File: config.mk
export PLATFORM = sky130hd
export DESIGN_NAME = dram_burst_ctrl
export DESIGN_NICKNAME = d
export VERILOG_FILES = /design/src/rtl/dram_burst_ctrl_pkg.sv /design/src/rtl/dram_refresh_timer.sv /design/src/rtl/dram_burst_ctrl.sv
export SDC_FILE = /design/constraint.sdc
export NUM_CORES = 1
export LEC_CHECK = 0
export ABC_AREA = 1
export BUFFER_PORTS_ARGS = -buffer_cell sky130_fd_sc_hd__buf_2
export CAP_MARGIN = 20
export CORE_AREA = 2 2 116 118
export CTS_CLUSTER_DIAMETER = 40
export DETAILED_ROUTE_END_ITERATION = 8
export DIE_AREA = 0 0 118 120
export SYNTH_ARGS = -nofsm -noshare
export SYNTH_HDL_FRONTEND = slang
export SYNTH_HIERARCHICAL = 1
export SYNTH_SLANG_ARGS = --single-unit
File: constraint.sdc
create_clock -name clk -period 4.6 [get_ports clk]
set_input_delay 0.69 -clock clk [delete_from_list [all_inputs] [get_ports clk]]
set_output_delay 0.69 -clock clk [all_outputs]
set_load 0.02 [all_outputs]
File: src/rtl/dram_burst_ctrl_pkg.sv
// dram_burst_ctrl_pkg: FSM state encoding and array geometry defaults shared with the array top level
package dram_burst_ctrl_pkg;
  localparam int DRAM_ADDR_W    = 13;
  localparam int DRAM_DATA_W    = 64;
  localparam int DRAM_BURST_LEN = 8;
  typedef enum logic [2:0] {IDLE, WRITE, READ, RD_DRAIN, REFRESH} state_t;
endpackage

File: src/rtl/dram_refresh_timer.sv
// dram_refresh_timer: free-running refresh interval timer, pending flag and refresh row pointer
//   in: clk, rst (async), refresh_start / refresh_done from the controller FSM
//   out: refresh_pending (refresh owed), ref_row (row of the most recent refresh)
module dram_refresh_timer import dram_burst_ctrl_pkg::*; #(
  parameter int REFRESH_INTERVAL = 512,
  parameter int ROW_W            = 4
) (
  input  logic             clk,
  input  logic             rst,
  input  logic             refresh_start,
  input  logic             refresh_done,
  output logic             refresh_pending,
  output logic [ROW_W-1:0] ref_row
);
  localparam int TW = REFRESH_INTERVAL > 1 ? $clog2(REFRESH_INTERVAL) : 1;
  logic [TW-1:0]    tmr_q, tmr_d;
  logic             refresh_pending_q, refresh_pending_d;
  logic             active_q, active_d;
  logic [ROW_W-1:0] ref_row_q, ref_row_d;
  logic             expire, done;
  always_ff @(posedge clk or posedge rst) begin
    if (rst) begin
      tmr_q             <= '0;
      refresh_pending_q <= 1'b0;
      active_q          <= 1'b0;
      ref_row_q         <= '0;
    end else begin
      tmr_q             <= tmr_d;
      refresh_pending_q <= refresh_pending_d;
      active_q          <= active_d;
      ref_row_q         <= ref_row_d;
    end
  end
  // An expiry landing on the closing cycle of a refresh re-arms the flag instead of being lost.
  always_comb begin
    expire            = tmr_q == TW'(REFRESH_INTERVAL - 1);
    done              = refresh_done && active_q;
    tmr_d             = expire ? '0 : tmr_q + 1'b1;
    refresh_pending_d = expire || (refresh_pending_q && !done);
    active_d          = refresh_start || (active_q && !done);
    ref_row_d         = done ? ref_row_q + 1'b1 : ref_row_q;
  end
  assign refresh_pending = refresh_pending_q;
  assign ref_row         = ref_row_q;
endmodule

File: src/rtl/dram_burst_ctrl.sv
// dram_burst_ctrl: host burst front end for the burst DRAM array with periodic refresh windows
//   host: req_* command handshake, wdata_* write beats, rdata_* read beats, wr_done pulse
//   array: mem_en/mem_we/mem_addr/mem_wdata issue, mem_rdata returns one cycle after a read issue
//   status: ref_row (last refreshed row), busy (not IDLE); rst is asynchronous active-high
module dram_burst_ctrl import dram_burst_ctrl_pkg::*; #(
  parameter int ADDR_W           = DRAM_ADDR_W,
  parameter int DATA_W           = DRAM_DATA_W,
  parameter int BURST_LEN        = DRAM_BURST_LEN,
  parameter int REFRESH_INTERVAL = 512,
  parameter int REFRESH_CYCLES   = 4,
  parameter int ROW_W            = 4
) (
  input  logic              clk,
  input  logic              rst,
  input  logic              req_valid,
  output logic              req_ready,
  input  logic              req_write,
  input  logic [ADDR_W-1:0] req_addr,
  input  logic              wdata_valid,
  output logic              wdata_ready,
  input  logic [DATA_W-1:0] wdata,
  output logic              rdata_valid,
  output logic [DATA_W-1:0] rdata,
  output logic              rdata_last,
  output logic              wr_done,
  output logic              mem_en,
  output logic              mem_we,
  output logic [ADDR_W-1:0] mem_addr,
  output logic [DATA_W-1:0] mem_wdata,
  input  logic [DATA_W-1:0] mem_rdata,
  output logic [ROW_W-1:0]  ref_row,
  output logic              busy
);
  localparam int BW = BURST_LEN > 1 ? $clog2(BURST_LEN) : 1;
  localparam int CW = REFRESH_CYCLES > 1 ? $clog2(REFRESH_CYCLES) : 1;
  state_t            state_q, state_d;
  logic [BW-1:0]     beat_q, beat_d;
  logic [ADDR_W-1:0] base_q, base_d;
  logic [CW-1:0]     rc_q, rc_d;
  logic              rdata_valid_q, rdata_valid_d;
  logic              rdata_last_q, rdata_last_d;
  logic              wr_done_q, wr_done_d;
  logic              refresh_pending, refresh_start, refresh_done, issue, last_beat;
  dram_refresh_timer #(.REFRESH_INTERVAL(REFRESH_INTERVAL), .ROW_W(ROW_W)) u_timer (
    .clk             (clk),
    .rst             (rst),
    .refresh_start   (refresh_start),
    .refresh_done    (refresh_done),
    .refresh_pending (refresh_pending),
    .ref_row         (ref_row)
  );
  always_ff @(posedge clk or posedge rst) begin
    if (rst) begin
      state_q       <= IDLE;
      beat_q        <= '0;
      base_q        <= '0;
      rc_q          <= '0;
      rdata_valid_q <= 1'b0;
      rdata_last_q  <= 1'b0;
      wr_done_q     <= 1'b0;
    end else begin
      state_q       <= state_d;
      beat_q        <= beat_d;
      base_q        <= base_d;
      rc_q          <= rc_d;
      rdata_valid_q <= rdata_valid_d;
      rdata_last_q  <= rdata_last_d;
      wr_done_q     <= wr_done_d;
    end
  end
  always_comb begin
    state_d       = state_q;
    beat_d        = beat_q;
    base_d        = base_q;
    rc_d          = '0;
    rdata_valid_d = state_q == READ;
    rdata_last_d  = state_q == READ && last_beat;
    wr_done_d     = mem_we && last_beat;
    case (state_q)
      IDLE: begin
        if (refresh_pending) state_d = REFRESH;
        else if (req_valid) begin
          base_d  = req_addr;
          beat_d  = '0;
          state_d = req_write ? WRITE : READ;
        end
      end
      WRITE, READ: begin
        if (issue) begin
          beat_d = beat_q + 1'b1;
          if (last_beat) state_d = state_q == WRITE ? IDLE : RD_DRAIN;
        end
      end
      RD_DRAIN: state_d = IDLE;
      REFRESH: begin
        rc_d    = refresh_done ? '0 : rc_q + 1'b1;
        state_d = refresh_done ? IDLE : REFRESH;
      end
      default: state_d = IDLE;
    endcase
  end
  // Address wraps modulo 2^ADDR_W so unaligned bursts near the top roll over to 0.
  always_comb begin
    last_beat     = beat_q == BW'(BURST_LEN - 1);
    issue         = (state_q == WRITE && wdata_valid) || state_q == READ;
    req_ready     = state_q == IDLE && !refresh_pending;
    wdata_ready   = state_q == WRITE;
    mem_en        = issue;
    mem_we        = state_q == WRITE && wdata_valid;
    mem_addr      = issue ? base_q + ADDR_W'(beat_q) : '0;
    mem_wdata     = mem_we ? wdata : '0;
    refresh_start = state_q == IDLE && refresh_pending;
    refresh_done  = state_q == REFRESH && rc_q == CW'(REFRESH_CYCLES - 1);
    busy          = state_q != IDLE;
  end
  assign rdata_valid = rdata_valid_q;
  assign rdata_last  = rdata_last_q;
  assign wr_done     = wr_done_q;
  assign rdata       = mem_rdata;
endmodule

==> out/results.ini <==
[timing]
rsz0062_at_grt=false
max_freq_mhz=361
tns_ns=0
worst_slack_ns=1.83
relSlewSlack_pct=36.5
tightestPinTransition_ns=0.952
hold_viol_final=0
finClkSkew_ns=0.00679
fin_crit_sh_pct=60.2
slew_viol_final=0
setup_viol_count_final=0
min_period_ns=2.77

[floorplanning]
start_util_pct=25.1
core_um2=13000
chipWidth_um=118
pin_count=299
die_y_um=120
rows=42
dieArea_um2=14200

[synth]
yosysTopAreaCell=dfrtp_1
synth_area_leaders=dfrtp_1, buf_4, inv_1
yosysMostFrequentCell=inv_1
synth_edf_count=0
synth.distinct_cells=29
yosys-top-cells-count=inv_1, nand2_1, nor2_1
yosysWarningCount=6
synth_top_area_share_pct=29.9
syn_area_um2=3260
ys_seq_area_share_pct=29.9
syn_area_per_cell_um2=6.74
async_flop_share_pct=100
ys_ff_latch=39
postSynthCellCount=484
syn_nets=641
synth_ff_type=dfrtp_1

[power_and_ir_drop]
powerDensity_nw_per_um2=463
total_power_mw=1.83
vdd_ir_drop_max_mv=0.329
leakagePower_nw=2.58

[worst_setup_path]
r2r_start=u_timer/tmr_q[0]
critPathTopFamily=adder cells
reg2reg_to=u_timer/tmr_q[2]
crit_path_end=mem_addr[6]
critPathMaxStageDelay_ns=0.42
cp_slowest_cell=dfrtp_1
cp-end-kind=output pin
cp_common_cell=nand2_1
path_cells=ha_1 > fa_1 > nand2_1 > nand2_1 > nand2_1 > nand2_1 > a21oi_1 > buf_2
crit_path_start=beat_q[0]
start_kind=register
worst-path-buf-inv=1
cp_max_fo=4
crit_type=register to output pin
worstPathRequired_ns=3.91
reg2reg_slack_ns=2.99
cp.depth=8
critical_path_arrival_ns=2.08
r2r_cells=9

[clocking]
clock-root-buffer=clkbuf_16
cts_resized=0
clock_latency_ns=0.29
clk_pin_slew_ns=0.06
cts-buffers-inserted=5
clkSinkCount=39
cts_max_path_buffers=2
cts_setup_buffers=0
cts-htree-levels=2
postCtsHoldBufs=0
tritoncts=yes

[drt]
drt_wl_total_um=10000
antenna_left=0
num_vias=3146
vias_per_cell=4.11
drc=0
first_pass_iters=5
wire_per_inst_um=13.1
drt_iter0_markers=124

[final_layout]
layout-drive-gt1-share_pct=37.7
syn_to_final_growth_pct=21.1
nets=745
fillerInstances=1481

[global_route]
busiest_layer=met2
grt_antenna_before_repair=2
grt_pass1_vias=3082
grtUsageMet2_pct=26.3
grt_use_total_pct=14.4
gr-total-overflow=0
grt_max_degree=67
grt_pass1_wl_um=15900
met1_usage_pct=15.5
gr-usage-met3_pct=3.94

[placed_design]
dpl.hpwl_um=8610
place_congestion=0.843
portBuffers=170
dp_slack_ns=2.02

[run_status]
status=finished, final reports clean

[job]
max_cap_violations=0

[hold_path]
hold_path.class=register to register

power by group:
part	internal [mW]	leakage, nW	switching (mW)
Combinational	0.300	2.01	0.659
Sequential	0.421	0.496	0.0800
Clock	0.230	0.0761	0.136
Total	0.951	2.58	0.875
state kept, by name (all words and copies together), names as in the netlist:
| register | count |
|---|---|
| base_q | 13 |
| beat_q | 3 |
| rc_q | 2 |
| rdata_last | 1 |
| rdata_valid | 1 |
| state_q | 3 |
| u_timer/active_q | 1 |
| u_timer/ref_row | 4 |
| u_timer/refresh_pending | 1 |
| u_timer/tmr_q | 9 |
| wr_done | 1 |
metrics by stage:
step / instance area [um^2] / instances / util [%] / hold slack [ns]
after floorplan: 3260 / 484 / - / 0.419
after global placement: 3790 / 757 / 29.2 / 0.434
after detailed placement: 3790 / 757 / 29.2 / 0.437
after CTS: 3950 / 765 / 30.4 / 0.445
after global routing: 3950 / 766 / 30.4 / 0.466
final: 3950 / 766 / 30.4 / 0.442
layout by cell type (no fill, tap or decap), drive strengths merged, types with 5 or more instances in the layout:
cell type | netlist | final
nand4 | 5 | 5
nand2 | 85 | 85
dfrtp | 39 | 39
nor2 | 112 | 112
nand3 | 29 | 29
clkbuf | 2 | 7
a21oi | 17 | 17
inv | 101 | 101
ha | 10 | 10
buf | 72 | 171
worst reg2reg max path, stage by stage, from the launching register on:
cell,delay [ns]
dfrtp_1,0.44
ha_1,0.23
nand2_1,0.06
inv_1,0.09
nand2_1,0.07
nor2_1,0.15
ha_1,0.23
inv_1,0.10
o21ai_0,0.08
nor2_1,0.05
routing by layer:
metal  wire length, um  vias up
met5                 0        -
met4               325        0
met3               789       38
met2              5000      161
met1              3930     1379
li1                  -     1568
worst min path at each step:
stage,slack [ns],startpoint,to,depth (start not counted)
after floorplan,0.42,rc_q[0],rc_q[0],1
after global placement,0.43,rc_q[0],rc_q[0],1
after detailed placement,0.44,rc_q[0],rc_q[0],1
after CTS,0.44,rc_q[0],rc_q[0],1
after global routing,0.47,rc_q[0],rc_q[0],1
final,0.44,rc_q[0],rc_q[0],1
cells by family (layout without fill, tap and decap cells):
group	count (synthesis)	count (layout)	synth area share [%]
compound gates	21	21	3.57
xor+xnor	4	4	1.07
fa+ha+maj	11	11	4.45
buf+inv	175	280	28.9
flops	39	39	29.9
other cells	0	1	0
simple gates	234	234	32.1
area by class of cell:
type | instances | area (um^2) | share of cell area, %
inverter | 101 | 382 | 9.66
multi-input combinational | 270 | 1350 | 34.2
clock buffer | 7 | 153 | 3.87
timing repair buffer | 171 | 858 | 21.7
sequential | 39 | 976 | 24.7
tap | 176 | 220 | 5.58
antenna | 1 | 2.50 | 0.0634
clock inverter | 1 | 7.51 | 0.190
Note: power is estimated with default switching activity, not from simulation.
